--- src/rtl/cpu_pkg.sv ---
// cpu_pkg: constants and types shared by the fetch and decode stages of the
// 32-bit, word-addressed, 5-bit-opcode processor.
//   NOP_INSTR     : encoding of add r0,r0,r0, used for pipeline bubbles
//   WORD_W        : datapath / instruction width
//   OPCODE_MSB/LSB: opcode field position inside an instruction word
//   opcode_e      : opcode constants shared with the control decoder
//   ifid_t        : contents of the IF/ID pipeline register
package cpu_pkg;

    localparam int          WORD_W     = 32;
    localparam logic [31:0] NOP_INSTR  = 32'h0000_0000;
    localparam int          OPCODE_MSB = 31;
    localparam int          OPCODE_LSB = 27;

    typedef enum logic [4:0] {
        OP_ALU  = 5'b00000,
        OP_J    = 5'b00001,
        OP_BNE  = 5'b00010,
        OP_JAL  = 5'b00011,
        OP_JR   = 5'b00100,
        OP_ADDI = 5'b00101,
        OP_BLT  = 5'b00110,
        OP_SW   = 5'b00111,
        OP_LW   = 5'b01000,
        OP_SETX = 5'b10101,
        OP_BEX  = 5'b10110
    } opcode_e;

    typedef struct packed {
        logic [WORD_W-1:0] instr;
        logic [WORD_W-1:0] pc;
        logic [WORD_W-1:0] pc_plus1;
        logic              valid;
    } ifid_t;

    // Extract the opcode field of an instruction word.
    function automatic logic [4:0] opcode_of(input logic [WORD_W-1:0] instr);
        return instr[OPCODE_MSB:OPCODE_LSB];
    endfunction

endpackage

--- src/rtl/ifid_reg.sv ---
// ifid_reg: IF/ID pipeline register (instr, pc, pc+1, valid).
//   clock  : rising-edge clock
//   reset  : synchronous active-high clear of all fields
//   enable : load d when high, hold when low
//   flush  : load a bubble (NOP, valid=0, pcs=0); wins over a low enable
//   d      : next contents from the fetch logic
//   q      : registered contents presented to decode
module ifid_reg
    import cpu_pkg::*;
(
    input  logic  clock,
    input  logic  reset,
    input  logic  enable,
    input  logic  flush,
    input  ifid_t d,
    output ifid_t q
);

    always_ff @(posedge clock) begin
        if (reset) begin
            q <= '0;
        end else if (flush) begin
            q.instr    <= NOP_INSTR;
            q.pc       <= '0;
            q.pc_plus1 <= '0;
            q.valid    <= 1'b0;
        end else if (enable) begin
            q <= d;
        end
    end

endmodule

--- src/rtl/fetch_stage.sv ---
// fetch_stage: program counter, instruction-memory address generation and
// IF/ID register for the word-addressed processor.
//   clock, reset   : rising-edge clock, synchronous active-high reset
//   stall          : hold PC and IF/ID
//   redirect       : taken branch/jump from a later stage; flushes IF/ID
//   redirect_pc    : target PC for redirect
//   imem_addr      : combinational read address (low bits of pc_next)
//   imem_data      : synchronous memory data for address held in pc
//   ifid_*         : instruction, its pc, pc+1 and valid flag to decode
//   instr_count    : saturating count of valid instructions loaded into IF/ID
module fetch_stage
    import cpu_pkg::*;
#(
    parameter int          PC_WIDTH = 12,
    parameter logic [31:0] RESET_PC = 32'h0
) (
    input  logic                clock,
    input  logic                reset,
    input  logic                stall,
    input  logic                redirect,
    input  logic [31:0]         redirect_pc,
    output logic [PC_WIDTH-1:0] imem_addr,
    input  logic [31:0]         imem_data,
    output logic [31:0]         ifid_instr,
    output logic [31:0]         ifid_pc,
    output logic [31:0]         ifid_pc_plus1,
    output logic                ifid_valid,
    output logic [31:0]         instr_count
);

    // pc is the address whose word is on imem_data this cycle.
    logic [31:0] pc;
    logic [31:0] pc_plus1;
    logic [31:0] pc_next;
    ifid_t       ifid_d;
    ifid_t       ifid_q;
    logic        load;

    assign pc_plus1 = pc + 32'd1;   // wraps 32'hFFFFFFFF -> 0

    always_comb begin
        pc_next = pc_plus1;
        if (reset)         pc_next = RESET_PC;
        else if (redirect) pc_next = redirect_pc;
        else if (stall)    pc_next = pc;   // re-read the same word
    end

    // Address comes from pc_next so the read data lines up with pc after the edge.
    assign imem_addr = pc_next[PC_WIDTH-1:0];

    always_ff @(posedge clock) begin
        if (reset) pc <= RESET_PC;
        else       pc <= pc_next;
    end

    assign ifid_d.instr    = imem_data;
    assign ifid_d.pc       = pc;
    assign ifid_d.pc_plus1 = pc_plus1;
    assign ifid_d.valid    = 1'b1;

    ifid_reg u_ifid (
        .clock  (clock),
        .reset  (reset),
        .enable (!stall),
        .flush  (redirect),
        .d      (ifid_d),
        .q      (ifid_q)
    );

    assign ifid_instr    = ifid_q.instr;
    assign ifid_pc       = ifid_q.pc;
    assign ifid_pc_plus1 = ifid_q.pc_plus1;
    assign ifid_valid    = ifid_q.valid;

    // A valid instruction enters IF/ID only on a plain (no stall/redirect) edge.
    assign load = !redirect && !stall;

    always_ff @(posedge clock) begin
        if (reset)
            instr_count <= '0;
        else if (load && (instr_count != 32'hFFFF_FFFF))
            instr_count <= instr_count + 32'd1;
    end

endmodule

--- config.mk ---
export PLATFORM = sky130hd
export DESIGN_NAME = fetch_stage
export DESIGN_NICKNAME = d
export VERILOG_FILES = /design/src/rtl/cpu_pkg.sv /design/src/rtl/ifid_reg.sv /design/src/rtl/fetch_stage.sv
export SDC_FILE = /design/constraint.sdc
export NUM_CORES = 1
export LEC_CHECK = 0
export CAP_MARGIN = 0
export CORE_MARGIN = 2
export CORE_UTILIZATION = 48
export DETAILED_ROUTE_END_ITERATION = 12
export PLACE_DENSITY_LB_ADDON = 0.12
export SLEW_MARGIN = 5
export SYNTH_ARGS = -nofsm -noshare
export SYNTH_HDL_FRONTEND = slang
export SYNTH_SLANG_ARGS = --single-unit
--- constraint.sdc ---
create_clock -name clock -period 2.5 [get_ports clock]
set_input_delay 0.25 -clock clock [delete_from_list [all_inputs] [get_ports clock]]
set_output_delay 0.25 -clock clock [all_outputs]
set_load 0.02 [all_outputs]
Word-level counts from Yosys, hierarchy flattened:

Cells that the tools add are included.

* $add $sub $neg: 2
* eq/ne operators: 2
* multiplexer cells: 3
* reduce and logical (&&, ||, !) cells: 5

Operators by type and width (number)
* $add 32x1->32 const B: 2
* $mux 32: 2
* $ne 32x32->1 const B: 1
* $mux 12: 1
* $logic_and 1x1->1: 2
* $logic_not 1->1: 2
* $ne 2x1->1 const B: 1
* $reduce_or 2->1: 1

* register bits: 161
* input port bits: 68
* output and inout port bits: 141
* word-level logic and storage cells: 19

Longest topological paths before layout:

* depth after elaboration: 4
* depth in mapped cells: 7
* mapped depth without buffers: 6

Hierarchy:

A second synthesis with hierarchy kept.

* cell total of the unflattened synthesis: 824
* area, all modules: 7533.5 um^2

By module, submodules not included
* fetch_stage: instances 1, cells each 510, area each 4088.9 um^2, sequential area each 1281.2 um^2
* ifid_reg: instances 1, cells each 314, area each 3444.6 um^2, sequential area each 1941.9 um^2

Least setup slack after synthesis:

Ideal clock, no wire load.

* path kind: register to output
* start point: register pc[0]
* end point: output port imem_addr[10]
* arrival time: 2.122 ns
* data required time: 2.250 ns
* setup slack: 0.128 ns
* stages on the path, launching flop included: 8
* buffers on the path: 1
* path through: dfxtp_1 ha_1 inv_1 or4_1 buf_2 nor2_1 xnor2_1 a211oi_1

* word-level cells in the longest chain between the ends: 4

RTL lines
* start: declaration: RTL line fetch_stage.sv:32 `logic [31:0] pc;`
* start signal: assignment: RTL line fetch_stage.sv:53 `else pc <= pc_next;`
* $add 32x1->32: RTL line fetch_stage.sv:39 `assign pc_plus1 = pc + 32'd1;`
* $mux 32: RTL line fetch_stage.sv:45 `else if (stall) pc_next = pc;`
* $mux 32: RTL line fetch_stage.sv:44 `else if (redirect) pc_next = redirect_pc;`
* $mux 12: RTL line fetch_stage.sv:43 `if (reset) pc_next = RESET_PC;`
* end: declaration: RTL line fetch_stage.sv:22 `output logic [PC_WIDTH-1:0] imem_addr,`

No other way between the ends. The select of a mux whose other input is x is not followed.

Final worst setup path:

* start point: register pc[1]
* end point: output port imem_addr[4]

Same word-level chain as after synthesis.

==> tab_implementation.tex <==
\begin{tabular}{lr}
\hline
Metric & Value \\
\hline
\multicolumn{2}{l}{\textbf{Critical path}} \\
\quad Signal arrival time at the worst endpoint & 2.22 ns \\
\quad Largest fanout on the critical path & 6 \\
\quad Required @ worst endpoint & 2.25 ns \\
\quad Endpoint kind of the worst setup timing path & output port \\
\quad Start-to-end type of the worst setup path & flip-flop to output port \\
\quad Sort of element at the start of the critical path & flip-flop \\
\quad Reg-to-reg critical path startpoint & pc[1] \\
\quad CP startpoint & pc[1] \\
\multicolumn{2}{l}{\textbf{Clock tree}} \\
\quad Clk sink count & 161 \\
\quad Clock tree from TritonCTS & yes \\
\quad Worst-skew pair later-pin latency & 0.43 ns \\
\quad Post-CTS setup buffer count & 0 \\
\quad H-Tree Level Count & 4 \\
\quad Number of CTS-inserted buffers & 17 \\
\quad Clock-pin slew on the worst setup and hold paths & 0.07 ns \\
\quad Root Driver & clkbuf\_16 \\
\quad Post-CTS Hold Fix Bufs & 0 \\
\quad Buffer levels on the longest clock path & 2 \\
\multicolumn{2}{l}{\textbf{Detailed routing}} \\
\quad Number of vias in the routed layout & 6941 \\
\quad Remaining antenna violation count after routing & 0 \\
\quad \# DRC & 0 \\
\quad Vias/cell & 5.440 \\
\quad Wire length per cell & 16.35 um \\
\quad Initial drt markers & 319 \\
\quad Number of detailed-routing iterations run before antenna repair & 5 \\
\quad Aggregate routed wire length & 20.87 mm \\
\multicolumn{2}{l}{\textbf{Floorplanning}} \\
\quad Overall die area & 16340 um\^{}2 \\
\quad Floorplan die width & 127.8 um \\
\quad Count of standard-cell rows & 45 \\
\quad Effective utilization at floorplan & 48.78\% \\
\quad Core Box Area & 15090 um\^{}2 \\
\quad Number of primary I/O pins & 209 \\
\quad Die Height & 127.8 um \\
\multicolumn{2}{l}{\textbf{Cells and area}} \\
\quad Final core utilization & 69.44\% \\
\quad Count of fill cells added during filler insertion & 1268 \\
\quad Number of nets in the finished design & 1145 \\
\quad Share of layout cells above drive strength 1 & 12.22\% \\
\quad Area grow syn2layout & 42.34\% \\
\quad Diode count & 0 \\
\multicolumn{2}{l}{\textbf{Place}} \\
\quad Global placement routability congestion & 0.8905 \\
\quad Total of buffers placed on input and output ports & 208 \\
\quad Half-perimeter wire length after detailed placement & 14.81 mm \\
\multicolumn{2}{l}{\textbf{Logic synthesis}} \\
\quad Post-Synthesis Cell Area & 7361 um\^{}2 \\
\quad Register area share after synthesis & 43.79\% \\
\quad Distinct cell type count after synthesis & 49 \\
\quad Warnings from Yosys & 0 \\
\quad Number of enable-type register cells in the synthesized netlist & 0 \\
\quad Syn Inst Count & 854 \\
\quad Syn avg cell area & 8.619 um\^{}2 \\
\quad Cell taking the most area after synthesis & dfxtp\_1 \\
\quad Async SR Flop Fraction & 0\% \\
\quad Register bit count reported by yosys & 161 \\
\quad Top post-synthesis cells by area & dfxtp\_1 44\%, mux2i\_1 9.4\%, nor2\_1 7.4\%, a21oi\_1 4.6\%, xnor2\_1 3.1\% \\
\quad Nets in the synthesized netlist & 924 \\
\quad Synth Flop Type & dfxtp\_1 \\
\quad Area share of the largest cell type after synthesis & 43.79\% \\
\multicolumn{2}{l}{\textbf{Timing}} \\
\quad Final Hold Violating Endpoints & 0 \\
\quad Ratio of final minimum period to clock period & 98.73\% \\
\quad Number of failing setup endpoints in the final timing report & 0 \\
\quad Final Slew Violations & 0 \\
\quad Worst slew margin relative to its limit & 56.78\% \\
\quad Achievable Freq & 405.2 MHz \\
\quad Worst Hold Margin & 0.2828 ns \\
\quad Slew @ Worst Pin & 0.6434 ns \\
\quad Shortest period the worst path allows & 2.468 ns \\
\quad Unrepaired setup endpoints after global routing & yes \\
\quad Final setup skew & 0.007269 ns \\
\multicolumn{2}{l}{\textbf{Power}} \\
\quad Combinational group share of total power & 12.4\% \\
\quad Share of power burned in the clock network & 41.6\% \\
\quad Share of total power in sequential cells & 46.0\% \\
\quad Cell leakage power & 3.870 nW \\
\quad Peak supply drop & 495.0 uV \\
\quad Reported net switching power & 1.557 mW \\
\quad Cell internal power dissipation & 4.342 mW \\
\quad Cell area power density & 563.0 nW/um\^{}2 \\
\quad Post-layout total power & 5.899 mW \\
\quad Fraction of power spent switching nets & 26.40\% \\
\multicolumn{2}{l}{\textbf{Global route}} \\
\quad GRT Total Usage & 25.34\% \\
\quad Antenna violations before repair & 0 \\
\quad Pin count of the biggest net entering global routing & 48 \\
\quad First-pass GRT wire length & 33.04 mm \\
\quad Vias in the first global route & 6418 \\
\quad Remaining global-route overflow & 0 \\
\multicolumn{2}{l}{\textbf{Outcome}} \\
\quad Run status & finished, final reports clean \\
\multicolumn{2}{l}{\textbf{Run}} \\
\quad Max-Cap Viols & 0 \\
\multicolumn{2}{l}{\textbf{Worst hold path}} \\
\quad Start point of the worst min-delay path & reset \\
\quad Class of the most critical hold timing path & primary input to flip-flop \\
\hline
\end{tabular}
## repair_timing
action / CTS / global route
pin swaps: 3 / 3
cloned: 0 / 0
setup endpoints to repair: 10 / 8
resized for setup: 33 / 10
## cell type report
type | instances | area, um^2 | area share [%]
clock buffers | 19 | 452.9 | 4.323
clock inverters | 13 | 101.3 | 0.9673
inverters | 15 | 56.30 | 0.5374
multi-input cells | 612 | 3862 | 36.86
flip-flops and latches | 161 | 3226 | 30.79
well taps | 188 | 235.2 | 2.245
repair buffers | 268 | 2544 | 24.28
## per-stage QoR
step | setup TNS [ns] | worst slack, ns | cell area (um^2) | instances
floorplan | 0 | 0.1282 | 7361 | 854
CTS | -0.02282 | -0.02282 | 10470 | 1277
global route | -0.3238 | -0.1137 | 10480 | 1276
finish | 0 | 0.03179 | 10480 | 1276
global placement | -0.2017 | -0.1442 | 9879 | 1245
detailed placement | -0.2242 | -0.1575 | 9879 | 1245
## kinds of logic (layout without fill, tap and decap cells)
group                    count (synthesis)  in the layout  share of synthesized area, %
XOR/XNOR                                51             51                         6.068
multiplexers                            72             72                         9.842
buffers and inverters                   81            315                         4.658
AND/OR/NAND/NOR                        325            325                         21.98
adder cells (fa/ha/maj)                  2              2                        0.3399
AO/OA/AOI/OAI                          162            162                         13.33
flip-flops                             161            161                         43.79
## cells in the final DEF (no fill, tap or decap), drive strengths merged, types with 8 or more instances in the layout
| cell | count |
|---|---|
| dfxtp | 161 |
| nand3 | 25 |
| clkbuf | 20 |
| xor2 | 25 |
| nor3 | 18 |
| a21oi | 68 |
| o31ai | 12 |
| nor4 | 9 |
| or3 | 29 |
| nor2 | 147 |
| mux2i | 69 |
| or4 | 8 |
| nand2 | 37 |
| a211oi | 19 |
| o21ai | 44 |
| inv | 20 |
| xnor2 | 26 |
| nor2b | 8 |
| clkdlybuf4s50 | 196 |
| buf | 65 |
| nand4 | 28 |
## power by group through the flow
stage	clock network [mW]	logic (mW)	registers (mW)
finish	2.45	0.732	2.71
detailed placement	0	0.728	2.77
global placement	0	0.724	2.77
CTS	2.48	0.731	2.71
global route	2.59	0.790	2.72
floorplan	0	0.342	2.81
## path summary, 6_finish.rpt
path                   to  slack (ns)  cells past startpoint
max          imem_addr[4]        0.03                      8
min                 pc[1]        0.28                      2
max reg2reg        pc[26]        0.20                      8
min reg2reg   u_ifid.q[0]        0.47                      2
## state kept, by name (all words and copies together), names as in the netlist
signal	cells
u_ifid.q	97
instr_count	32
pc	32
## critical path, stage by stage (launching register included)
cell	delay [ns]
dfxtp_2	0.35
ha_4	0.14
buf_4	0.11
nand3_1	0.18
or3_1	0.35
a21oi_1	0.21
a21oi_1	0.08
nor2_1	0.10
clkdlybuf4s15_2	0.28
## cells in the mapped netlist, drive strengths merged, types with 3 or more instances
cell and n:
a211oi 19, a21oi 68, a221oi 3, a311oi 5
a31oi 4, and2 3, and3 4, and4 3
buf 24, clkbuf 42, dfxtp 161, inv 15
mux2 3, mux2i 69, nand2 37, nand3 25
nand4 28, nor2 147, nor2b 8, nor3 18
nor4 9, o21ai 44, o31ai 12, or2 3
or3 29, or4 8, xnor2 26, xor2 25
## routing by layer
| metal | vias to the layer above | wire length (um) | GRT usage, % |
|---|---|---|---|
| met1 | 3233 | 9574 | 34.59 |
| met3 | 33 | 1620 | 7.346 |
| met2 | 235 | 9324 | 38.57 |
| met4 | 0 | 348 | 8.597 |
| li1 | 3440 | - | - |
| met5 | - | 0 | 0 |
(Power assumes the default switching activity.)
